==> src/rtl/sirv_pwm16_icb_arb.sv <==
// Two-master ICB arbiter in front of the shared PWM16 slave: one outstanding
// transaction, round-robin on ties, combinational forwarding while idle.
module sirv_pwm16_icb_arb #(
    parameter int AW = 32,
    parameter int DW = 32
) (
    input  logic          clock,
    input  logic          reset,

    input  logic          m0_icb_cmd_valid,
    input  logic          m0_icb_cmd_read,
    input  logic [AW-1:0] m0_icb_cmd_addr,
    input  logic [DW-1:0] m0_icb_cmd_wdata,
    output logic          m0_icb_cmd_ready,
    output logic          m0_icb_rsp_valid,
    output logic [DW-1:0] m0_icb_rsp_rdata,
    input  logic          m0_icb_rsp_ready,

    input  logic          m1_icb_cmd_valid,
    input  logic          m1_icb_cmd_read,
    input  logic [AW-1:0] m1_icb_cmd_addr,
    input  logic [DW-1:0] m1_icb_cmd_wdata,
    output logic          m1_icb_cmd_ready,
    output logic          m1_icb_rsp_valid,
    output logic [DW-1:0] m1_icb_rsp_rdata,
    input  logic          m1_icb_rsp_ready,

    output logic          o_icb_cmd_valid,
    output logic          o_icb_cmd_read,
    output logic [AW-1:0] o_icb_cmd_addr,
    output logic [DW-1:0] o_icb_cmd_wdata,
    input  logic          o_icb_cmd_ready,
    input  logic          o_icb_rsp_valid,
    input  logic [DW-1:0] o_icb_rsp_rdata,
    output logic          o_icb_rsp_ready,

    output logic          arb_busy,
    output logic          arb_owner
);

    typedef enum logic [1:0] {IDLE, CMD, RSP} state_t;

    state_t state;
    logic   owner;
    logic   prio;
    logic   busy;

    logic   winner;
    logic   sel;
    logic   cmd_path;
    logic   rsp_path;

    always_comb begin
        winner   = (m0_icb_cmd_valid && m1_icb_cmd_valid) ? prio : m1_icb_cmd_valid;
        sel      = (state == IDLE) ? winner : owner;
        cmd_path = (state != RSP);
        rsp_path = (state == RSP);

        o_icb_cmd_valid = cmd_path && (sel ? m1_icb_cmd_valid : m0_icb_cmd_valid);
        o_icb_cmd_read  = '0;
        o_icb_cmd_addr  = '0;
        o_icb_cmd_wdata = '0;
        if (o_icb_cmd_valid) begin
            o_icb_cmd_read  = sel ? m1_icb_cmd_read  : m0_icb_cmd_read;
            o_icb_cmd_addr  = sel ? m1_icb_cmd_addr  : m0_icb_cmd_addr;
            o_icb_cmd_wdata = sel ? m1_icb_cmd_wdata : m0_icb_cmd_wdata;
        end
        m0_icb_cmd_ready = o_icb_cmd_valid && !sel && o_icb_cmd_ready;
        m1_icb_cmd_ready = o_icb_cmd_valid &&  sel && o_icb_cmd_ready;

        // Responses reach a master only while its transaction is in RSP
        o_icb_rsp_ready  = rsp_path && (owner ? m1_icb_rsp_ready : m0_icb_rsp_ready);
        m0_icb_rsp_valid = rsp_path && !owner && o_icb_rsp_valid;
        m1_icb_rsp_valid = rsp_path &&  owner && o_icb_rsp_valid;
        m0_icb_rsp_rdata = (rsp_path && !owner) ? o_icb_rsp_rdata : '0;
        m1_icb_rsp_rdata = (rsp_path &&  owner) ? o_icb_rsp_rdata : '0;

        arb_busy  = busy;
        arb_owner = owner;
    end

    always_ff @(posedge clock) begin
        if (reset) begin
            state <= IDLE;
            owner <= 1'b0;
            prio  <= 1'b0;
            busy  <= 1'b0;
        end else begin
            case (state)
                IDLE: begin
                    if (o_icb_cmd_valid) begin
                        owner <= winner;
                        busy  <= 1'b1;
                        if (o_icb_cmd_ready) begin
                            state <= RSP;
                            prio  <= ~winner;
                        end else begin
                            state <= CMD;
                        end
                    end
                end
                CMD: begin
                    if (o_icb_cmd_valid && o_icb_cmd_ready) begin
                        state <= RSP;
                        prio  <= ~owner;
                    end
                end
                RSP: begin
                    if (o_icb_rsp_valid && o_icb_rsp_ready) begin
                        state <= IDLE;
                        owner <= 1'b0;
                        busy  <= 1'b0;
                    end
                end
                default: begin
                    state <= IDLE;
                    owner <= 1'b0;
                    busy  <= 1'b0;
                end
            endcase
        end
    end

endmodule
==> config.mk <==
export PLATFORM = sky130hd
export DESIGN_NAME = sirv_pwm16_icb_arb
export DESIGN_NICKNAME = d
export VERILOG_FILES = /design/src/rtl/sirv_pwm16_icb_arb.sv
export SDC_FILE = /design/constraint.sdc
export NUM_CORES = 1
export LEC_CHECK = 0
export ABC_AREA = 1
export CORE_AREA = 3 3 118 120
export DETAILED_ROUTE_END_ITERATION = 10
export DIE_AREA = 0 0 121 123
export DONT_BUFFER_PORTS = 1
export GPL_TIMING_DRIVEN = 0
export PLACE_DENSITY = 0.33
export REMOVE_ABC_BUFFERS = 1
export SYNTH_ARGS = -nofsm -noshare
export SYNTH_HDL_FRONTEND = slang
export SYNTH_SLANG_ARGS = --single-unit
==> constraint.sdc <==
create_clock -name clock -period 4 [get_ports clock]
set_clock_uncertainty 0.2 [all_clocks]
set_input_delay 0 -clock clock [delete_from_list [all_inputs] [get_ports clock]]
set_output_delay 0 -clock clock [all_outputs]
set_load 0.1 [all_outputs]
### After elaboration in Yosys (flattened, before gate mapping)

Cells that the tools add are included.

* register bits: 5
* output and inout bits: 137
* input bits: 170

* bitwise logic cells: 3
* equality and inequality tests: 7
* multiplexer cells: 26
* reduce and logical (&&, ||, !) cells: 20

Operators with widths (count)
* $mux W32: 6
* $logic_and A1 B1 Y1: 13
* $mux W1: 12
* $mux W2: 4
* $ne A2 B2 Y1 const B: 4
* $pmux W1 S3: 2
* $pmux W2 S3: 1
* $reduce_and A3 Y1: 2
* $reduce_and A4 Y1: 1
* $not A1 Y1: 3
* $eq A2 B1 Y1 const B: 1
* $eq A2 B2 Y1 const B: 1
* $logic_not A1 Y1: 2
* $logic_not A2 Y1: 1
* $ne A2 B1 Y1 const B: 1
* $pmux W1 S2: 1
* $reduce_bool A2 Y1: 1

### Longest topological paths before layout

Gate-level depths: netlist of the first run.

* word-level depth: 8
* gate-level depth with buffers: 10

### Worst setup path after synthesis of the first run

Ideal clock, no wire load.

* path type: register to output
* start point: register owner, in the netlist arb_owner
* end point: output port m0_icb_cmd_ready
* required time: 3.800 ns
* stages on the path, launching flop included: 8
* setup slack: 0.148 ns
* arrival time: 3.652 ns
* cell sequence: dfxtp_1 -> inv_2 -> nand2_2 -> nand3_1 -> nand2_2 -> nand2_2 -> buf_6 -> nor3_1

* word-level cells in the longest chain between the ends: 5
* elaborated cells between the ends (all ways): 6

Ends and longest elaborated chain
* from (decl): line 44 `logic owner;`
* from (signal assigned): line 92 `owner <= winner;`
* $mux W1 (*): line 55 `sel = (state == IDLE) ? winner : owner;`
* $mux W1: line 59 `o_icb_cmd_valid = cmd_path && (sel ? m1_icb_cmd_valid : m0_icb_cmd_valid);`
* $logic_and A1 B1 Y1: line 59
* $logic_and A1 B1 Y1 (*) (2 in a row): line 68 `m0_icb_cmd_ready = o_icb_cmd_valid && !sel && o_icb_cmd_ready;`
* to (decl): line 14 `output logic m0_icb_cmd_ready,`

Every way passes the cells marked *; elsewhere a longest branch is shown, timed or not.

### Worst setup path in the final report of the first run

* start point: register owner, in the netlist arb_owner
* end point: output port o_icb_cmd_addr[26]

* word-level cells in the longest chain between the ends: 4
* elaborated cells between the ends (all ways): 5

Ends and longest elaborated chain
* $mux W1 (*): line 55
* $mux W1: line 59
* $logic_and A1 B1 Y1: line 59
* $mux W32 (*): line 63 `if (o_icb_cmd_valid) begin`
* to (decl): line 30 `output logic [AW-1:0] o_icb_cmd_addr,`

Marks and branches as above.

==> reports/metrics.csv, run 1 <==
metric;value;unit
end_kind;output pin;
yosysTopAreaCellShare;0.290;
hold_end;prio$_SDFFE_PP0P_;
syn_to_final_growth;54.8;%
fin_cells;550;
setup_violations;0;
synth_edf_count;0;
post_drt_wl_per_cell;17.4;um
p_leak;1.05;nW
gp_congestion;0.709;
layout.nets;545;
fillerInstances;1461;
fp.dieArea;0.0149;mm^2
crit_fanout;67;
reg2reg_depth;10;
die_h;123;um
vias_per_cell;4.50;
synth_seq_cells;5;
synthFlopType;dfxtp_1;
rows;42;
r2r_slack;1.13;ns
hold_violations;0;
grt_max_degree;68;
powerDensity;831;mW/mm^2
grt_pass1_vias;2222;
first_pass_iters;4;
cts-buffers-inserted;3;
ys_top_cells_by_area;nand2_1 29%, nor2_1 15%, a21oi_2 14%, a21oi_1 11%, inv_1 8.0%;
core;0.0131;mm^2
drc;0;
synth_area;0.00188;mm^2
slew_viol_final;0;
start_kind;flip-flop;
num_io_pins;307;
yosysSeqAreaShare;0.0533;
clock-sinks;5;
num_vias;2477;
yosysWarnings;0;
grt_util_met3;0.0124;
synth_area_leader_cell;nand2_1;
post_cts_buffers;0;
max_freq;305;MHz
drt-total-wl;9550;um
antenna_found_initial;0;
final_core_util;0.222;
clk_pin_slew;0.03;ns
syn_area_per_cell;4.87;um^2
ant_nets;0;
cts_tree;built;
placedCellCount;537;
antenna_cells;0;
grt_pass1_wl;12600;um
worstPathRequired;3.80;ns
clk_latency;0.22;ns
async_flop_share;0;
drive_gt1_frac;0.404;
status;complete, no violations;
r2r_end;arb_owner$_SDFFE_PP0P_;
drv_cap;0;
period_share;0.819;
drt-initial-drc-count;55;
hp-class;primary input to flip-flop;
path_class;flip-flop to output pin;
grt_util_met2;0.224;
slew_headroom;0.256;
grt.total_usage;0.107;
tightest_slew;1.12;ns
netlist_instances;386;
gr-total-overflow;0;
worstHoldPathCells;5;
finalCriticalPeriod;3.27;ns
ir_drop;0.000355;V
grt_util_met1;0.117;
ys_types;17;
r2r-start;arb_owner$_SDFFE_PP0P_;
fp.dieW;121;um
rsz0062_at_grt;false;
register_area;101;um^2
clk_path_buf_depth;2;
cts-root-buf;clkbuf_16;
start_util;0.144;
htreeDepth;1;
synth.most_common_cell;nand2_1;
min_from;o_icb_cmd_ready;
synth_commonest_cells;145 x nand2_1, 75 x nor2_1, 41 x a21oi_1;
grt_busiest_layer;met2;
cp.arrival;3.07;ns
numPortBuffers;0;
dpl.hpwl;7560;um
multiInputGateArea;0.00220;mm^2
## metrics by stage
step | setup TNS, ns | power, mW | hold slack [ns] | cell area (um^2) | worst slack (ns)
6_report | 0 | 2.42 | 0.0118 | 2910 | 0.726
5_1_grt | 0 | 2.50 | 0.0814 | 2910 | 0.528
4_1_cts | 0 | 2.42 | 0.00298 | 2900 | 0.213
3_5_place_dp | -38.97 | 2.03 | -0.127 | 2240 | -0.699
3_3_place_gp | -57.55 | 1.92 | -0.127 | 1880 | -1.28
2_1_floorplan | -9.95 | 1.78 | -0.131 | 1660 | -0.512
## layout by cell type, fill, tap and decap left out
cell	n
clkbuf_1	1
inv_6	1
dfxtp_2	1
a21oi_4	65
buf_16	1
clkbuf_16	3
nand2_1	145
nor3_2	1
buf_8	1
a21oi_1	5
nand2_4	2
nand2_2	3
nor2_1	8
nor2_2	68
dlygate4sd3_1	9
dfxtp_1	4
inv_1	40
nand3b_1	2
nand4_1	3
nand3_1	6
inv_2	5
## where the power goes
part	total, mW	internal (mW)	leakage, nW	switching [mW]
Combinational	2.17	0.257	0.968	1.91
Clock	0.163	0.132	0.0382	0.0308
Sequential	0.0852	0.0575	0.0416	0.0277
Total	2.42	0.446	1.05	1.97
## repair_timing
| action | CTS | global route |
|---|---|---|
| pin swaps | 0 | 0 |
| hold buffers | 9 | 0 |
| cloned | 0 | 0 |
| hold endpoints to repair | 5 | 0 |
| gates resized for setup | 68 | 1 |
| setup endpoints to repair | 66 | 45 |
## kinds of logic (layout without fill, tap and decap cells)
kind of cell,after synthesis,after routing,synth area share
and+or+nand+nor,238,238,0.496
DFF,5,5,0.0533
AOI/OAI and AO/OA,70,70,0.245
buffers and inverters,73,61,0.206
## per-layer routing
layer / wire length (um) / share of wire / vias to the layer above
met5: 0 / 0 / -
met4: 38 / 0.0040 / 0
met3: 754 / 0.079 / 4
met2: 5320 / 0.56 / 192
met1: 3430 / 0.36 / 1133
li1: - / - / 1148
## sequential cells by signal (all words and copies together) (netlist names)
register and cells:
prio 1, arb_owner 1, arb_busy 1, state 2
## layout make-up
cell class              count  area share
inverters                  46      0.0611
multi-input cells         308       0.756
clock buffers               4      0.0271
repair buffers             11      0.0456
flip-flops and latches      5      0.0349
well taps                 176      0.0757
## worst max-delay path, stage by stage (launching register included)
cell and delay (ns):
dfxtp_2 0.74, inv_2 0.11, nand2_2 0.13, nand2_4 0.36, inv_6 0.57, nand2_1 0.22
a21oi_4 0.63
## worst max-delay path by stage
stage | slack [ns] | endpoint | depth (start not counted) | startpoint
after floorplan | -0.51 | m0_icb_cmd_ready | 6 | arb_owner$_SDFFE_PP0P_
after global placement | -1.28 | m0_icb_cmd_ready | 5 | arb_owner$_SDFFE_PP0P_
after detailed placement | -0.70 | o_icb_cmd_wdata[22] | 6 | arb_owner$_SDFFE_PP0P_
after CTS | 0.21 | o_icb_cmd_wdata[22] | 6 | arb_owner$_SDFFE_PP0P_
after global routing | 0.53 | o_icb_cmd_addr[26] | 6 | arb_owner$_SDFFE_PP0P_
final | 0.73 | o_icb_cmd_addr[26] | 6 | arb_owner$_SDFFE_PP0P_
Power figures use the tool's default switching activity.
==> run 2, diff against run 1 <==
Clock period 4 ns to 3.42 ns, I/O delays scaled along.
==> reports/metrics.csv, run 2 (synthesized netlist as in run 1, its figures left out) <==
metric;value;unit;change
design_area;0.00291;mm^2;about the same
num_io_pins;307;;unchanged
largest-register;state;;unchanged
worstPathRequired;3.22;ns;was 3.80 ns
layout.nets;545;;unchanged
status;complete, no violations;;unchanged
highest_layer;met4;;unchanged
register_area;101;um^2;unchanged
cts_tree;built;;unchanged
ant_nets;0;;unchanged
tightest_slew;1.11;ns;was 1.12 ns
reg2reg_depth;10;;unchanged
largest_reg_flops;2;;unchanged
numPortBuffers;0;;unchanged
post_drt_wl_per_cell;17.4;um;about the same
cp.buffers_inverters;2;;unchanged
powerDensity;972;mW/mm^2;was 831 mW/mm^2
die_h;123;um;unchanged
drc;0;;unchanged
power;2.83;mW;was 2.42 mW
placed_area;0.00224;mm^2;unchanged
crit_fanout;67;;unchanged
worst_slack;0.239;ns;was 0.726 ns
setup_violations;0;;unchanged
crit_path_top_delay_cell;dfxtp_2;;unchanged
path_class;flip-flop to output pin;;unchanged
num_vias;2469;;was 2,477
antenna_found_initial;0;;unchanged
slowest_delay;0.73;ns;was 0.74 ns
cp_cell_sequence;inv_2 -> nand2_2 -> nand2_4 -> inv_8 -> nand2_1 -> a21oi_4;;was inv_2 -> nand2_2 -> nand2_4 -> inv_6 -> nand2_1 -> a21oi_4
grt_pass1_wl;12600;um;about the same
syn_to_final_growth;55.0;%;was 54.8%
slew_viol_final;0;;unchanged
cts-root-buf;clkbuf_16;;unchanged
ir_drop;0.000416;V;was 0.000355 V
gr-total-overflow;0;;unchanged
holdWs;0.00802;ns;was 0.0118 ns
start_util;0.144;;unchanged
hold_violations;0;;unchanged
hp-class;primary input to flip-flop;;unchanged
finalCriticalPeriod;3.18;ns;
gp_congestion;0.709;;unchanged
fp.dieW;121;um;unchanged
antenna_cells;0;;unchanged
crit_cells;6;;unchanged
layout_commonest_cell;nand2_1;;unchanged
clk_latency;0.22;ns;about the same
core;0.0131;mm^2;unchanged
post_cts_buffers;0;;unchanged
htreeDepth;1;;unchanged
dpl.hpwl;7560;um;unchanged
dr_wl_met2;5320;um;about the same
wl_met1;3460;um;was 3430 um
slew_headroom;0.258;;was 0.256
first_pass_iters;4;;unchanged
start_kind;flip-flop;;unchanged
mostFrequentLayoutCells;145 x nand2_1, 68 x nor2_2, 65 x a21oi_4, 40 x inv_1, 9 x dlygate4sd3_1;;unchanged
drive_gt1_frac;0.404;;unchanged
max_freq;314;MHz;
rows;42;;unchanged
period_share;0.930;;
cp_top_family;flip-flops;;unchanged
worstHoldPathCells;5;;unchanged
dp_slack;-1.28;ns;was -0.699 ns
drv_cap;0;;unchanged
grt_max_degree;68;;unchanged
clk_pin_slew;0.03;ns;about the same
routed-wl-met3;732;um;was 754 um
fp.dieArea;0.0149;mm^2;unchanged
cp.arrival;2.98;ns;was 3.07 ns
fillerInstances;1460;;was 1,461
vias_per_cell;4.49;;was 4.50
fin_cells;550;;unchanged
p_leak;1.05;nW;about the same
grt.total_usage;0.107;;unchanged
clk_path_buf_depth;2;;unchanged
drt-initial-drc-count;55;;unchanged
clock-sinks;5;;unchanged
drt-total-wl;9550;um;about the same
rsz0062_at_grt;false;;unchanged
grt_pass1_vias;2224;;was 2,222
placedCellCount;537;;unchanged
finalSetupTns;0;ns;unchanged
multiInputGateArea;0.00220;mm^2;unchanged
cts-buffers-inserted;3;;unchanged
final_core_util;0.222;;about the same
end_kind;output pin;;unchanged
[run 2: final timing paths]
kind	from	end	slack, ns
hold / removal	o_icb_cmd_ready	prio$_SDFFE_PP0P_	0.008
hold reg to reg	prio$_SDFFE_PP0P_	prio$_SDFFE_PP0P_	0.33
setup reg to reg	arb_owner$_SDFFE_PP0P_	arb_owner$_SDFFE_PP0P_	0.56
setup / recovery	arb_owner$_SDFFE_PP0P_	o_icb_cmd_addr[26]	0.24
[run 2: final cells by class]
cell class	count	share of cell area
Sequential cell	5	0.0348
Timing Repair Buffer	11	0.0456
Multi-Input combinational cell	308	0.755
Tap cell	176	0.0757
Inverter	46	0.0619
Clock buffer	4	0.0271
[run 2: power breakdown]
group	switching (mW)	internal (mW)	total, mW
logic	2.24	0.301	2.54
clock network	0.0361	0.154	0.190
registers	0.0323	0.0673	0.0996
total	2.31	0.522	2.83
[run 2: tightest hold or removal path, stage by stage]
cell     delay [ns]
inv_1          0.09
nor2_1         0.05
nand3_1        0.12
nor2_1         0.05
nor2_1         0.08
[run 2: per-layer routing]
layer	GRT usage	vias to the layer above
met3	0.0124	4
li1	-	1146
met5	0	-
met1	0.117	1117
met2	0.224	202
met4	0.0120	0
[run 2: timing repair]
| action | in CTS | in global routing |
|---|---|---|
| hold buffers | 9 | 0 |
| endpoints found under the setup margin | 67 | 0 |
| endpoints found under the hold margin | 5 | 0 |
| gates resized for setup | 70 | 0 |
==> run 3, diff against run 2 <==
Settings changed: CORE_AREA 3 3 118 120 to 2 2 121 123, DIE_AREA 0 0 121 123 to 0 0 123 125, PLACE_DENSITY 0.33 to 0.32.
==> reports/metrics.csv, run 3 (synthesized netlist as in run 1, its figures left out) <==
metric;value;unit;change
num_io_pins;307;;unchanged
die_h;125;um;was 123 um
start_kind;flip-flop;;unchanged
slew_viol_final;0;;unchanged
fin_cells;558;;was 550
vias_per_cell;4.37;;was 4.49
grt_pass1_wl;12500;um;was 12,600 um
clk_path_buf_depth;2;;unchanged
cts-root-buf;clkbuf_16;;unchanged
holdWs;0.0339;ns;was 0.00802 ns
worstPathRequired;3.22;ns;about the same
rsz0062_at_grt;true;;was false
design_area;0.00283;mm^2;was 0.00291 mm^2
tightest_slew;1.21;ns;was 1.11 ns
multiInputGateArea;0.00212;mm^2;was 0.00220 mm^2
hold_violations;0;;unchanged
mostFrequentLayoutCells;145 x nand2_1, 68 x nor2_2, 54 x a21oi_4, 40 x inv_1, 11 x a21oi_2;;was 145 x nand2_1, 68 x nor2_2, 65 x a21oi_4, 40 x inv_1, 9 x dlygate4sd3_1
largest_reg_flops;2;;unchanged
largest-register;state;;unchanged
grt.total_usage;0.107;;about the same
drv_cap;0;;unchanged
period_share;0.994;;was 0.930
gp_congestion;0.796;;was 0.709
finalCriticalPeriod;3.40;ns;was 3.18 ns
cts-buffers-inserted;3;;unchanged
placedCellCount;544;;was 537
ant_nets;0;;unchanged
clock-sinks;5;;unchanged
hp-class;primary input to flip-flop;;unchanged
ir_drop;0.000421;V;was 0.000416 V
fp.dieW;123;um;was 121 um
grt_pass1_vias;2154;;was 2,224
layout.nets;545;;unchanged
drc;0;;unchanged
placed_area;0.00222;mm^2;was 0.00224 mm^2
crit_fanout;67;;unchanged
grt_max_degree;68;;unchanged
status;complete, no violations;;unchanged
final_core_util;0.199;;was 0.222
post_drt_wl_per_cell;17.1;um;was 17.4 um
syn_to_final_growth;50.6;%;was 55.0%
antenna_found_initial;0;;unchanged
core;0.0142;mm^2;was 0.0131 mm^2
max_freq;294;MHz;was 314 MHz
setup_violations;0;;unchanged
fillerInstances;1633;;was 1,460
numPortBuffers;0;;unchanged
start_util;0.132;;was 0.144
drt-initial-drc-count;63;;was 55
dpl.hpwl;7780;um;was 7560 um
p_leak;1.03;nW;was 1.05 nW
layout_commonest_cell;nand2_1;;unchanged
path_class;flip-flop to output pin;;unchanged
powerDensity;985;mW/mm^2;was 972 mW/mm^2
cts_tree;built;;unchanged
drive_gt1_frac;0.401;;was 0.404
clk_pin_slew;0.03;ns;about the same
cp.arrival;3.20;ns;was 2.98 ns
antenna_cells;0;;unchanged
htreeDepth;1;;unchanged
slew_headroom;0.195;;was 0.258
clk_latency;0.23;ns;was 0.22 ns
drt-total-wl;9540;um;was 9550 um
end_kind;output pin;;unchanged
fp.dieArea;0.0154;mm^2;was 0.0149 mm^2
gr-total-overflow;0;;unchanged
num_vias;2440;;was 2,469
rows;44;;was 42
first_pass_iters;4;;unchanged
register_area;101;um^2;unchanged
## run 3: cell count changes in the layout (fill, tap and decap cells not counted)
cell and change:
a21oi_2 +11, a21oi_4 -11, buf_16 -1, dlygate4sd3_1 +1, nand2_4 -1, nand2_8 +1
## run 3: cell type report
cell class	instances	area share
clock buffer	4	0.0279
inverter	46	0.0637
sequential	5	0.0358
timing repair buffer	11	0.0407
tap	184	0.0814
multi-input combinational	308	0.751
## run 3: stage by stage
step	setup WS, ns	TNS [ns]	total power, mW
after floorplan	-1.09	-41.19	2.09
after global placement	-1.74	-89.14	2.26
after detailed placement	-1.33	-75.22	2.38
after CTS	0.0564	0	2.71
after global routing	-0.0968	-0.968	2.89
final	0.0222	0	2.79
## run 3: metal layers
| metal | up-vias | global-route usage | routed length, um |
|---|---|---|---|
| li1 | 1149 | - | - |
| met2 | 212 | 0.219 | 5240 |
| met3 | 11 | 0.0119 | 761 |
| met5 | - | 0 | 0 |
| met1 | 1068 | 0.112 | 3350 |
| met4 | 0 | 0.0247 | 182 |
## run 3: report_power, final
group          switching (mW)  internal [mW]  total [mW]
sequential             0.0322         0.0672      0.0994
combinational            2.22          0.276        2.49
clock                  0.0380          0.154       0.192
total                    2.29          0.497        2.79
## run 3: worst max-delay path, cell delays in order (launching register included)
cell,delay [ns]
dfxtp_2,0.73
inv_2,0.11
nand2_2,0.13
nand3_1,0.10
nand2_2,0.15
nand2_8,0.48
a21oi_2,1.14
## run 3: final timing paths
check	start	endpoint	slack, ns	depth (start not counted)
hold / removal	m1_icb_cmd_valid	state[1]$_SDFFE_PP0P_	0.03	4
hold reg to reg	prio$_SDFFE_PP0P_	prio$_SDFFE_PP0P_	0.33	4
setup reg to reg	arb_owner$_SDFFE_PP0P_	state[0]$_SDFFE_PP0P_	0.61	8
setup / recovery	arb_owner$_SDFFE_PP0P_	o_icb_cmd_wdata[9]	0.02	6
## run 3: repair_timing
item / 4_1_cts / 5_1_grt
setup endpoints to repair: 68 / 34
resized for setup: 37 / 23
setup buffers: 0 / 0
pin swaps: 16 / 0
endpoints found under the hold margin: 5 / 0
hold buffers: 10 / 0
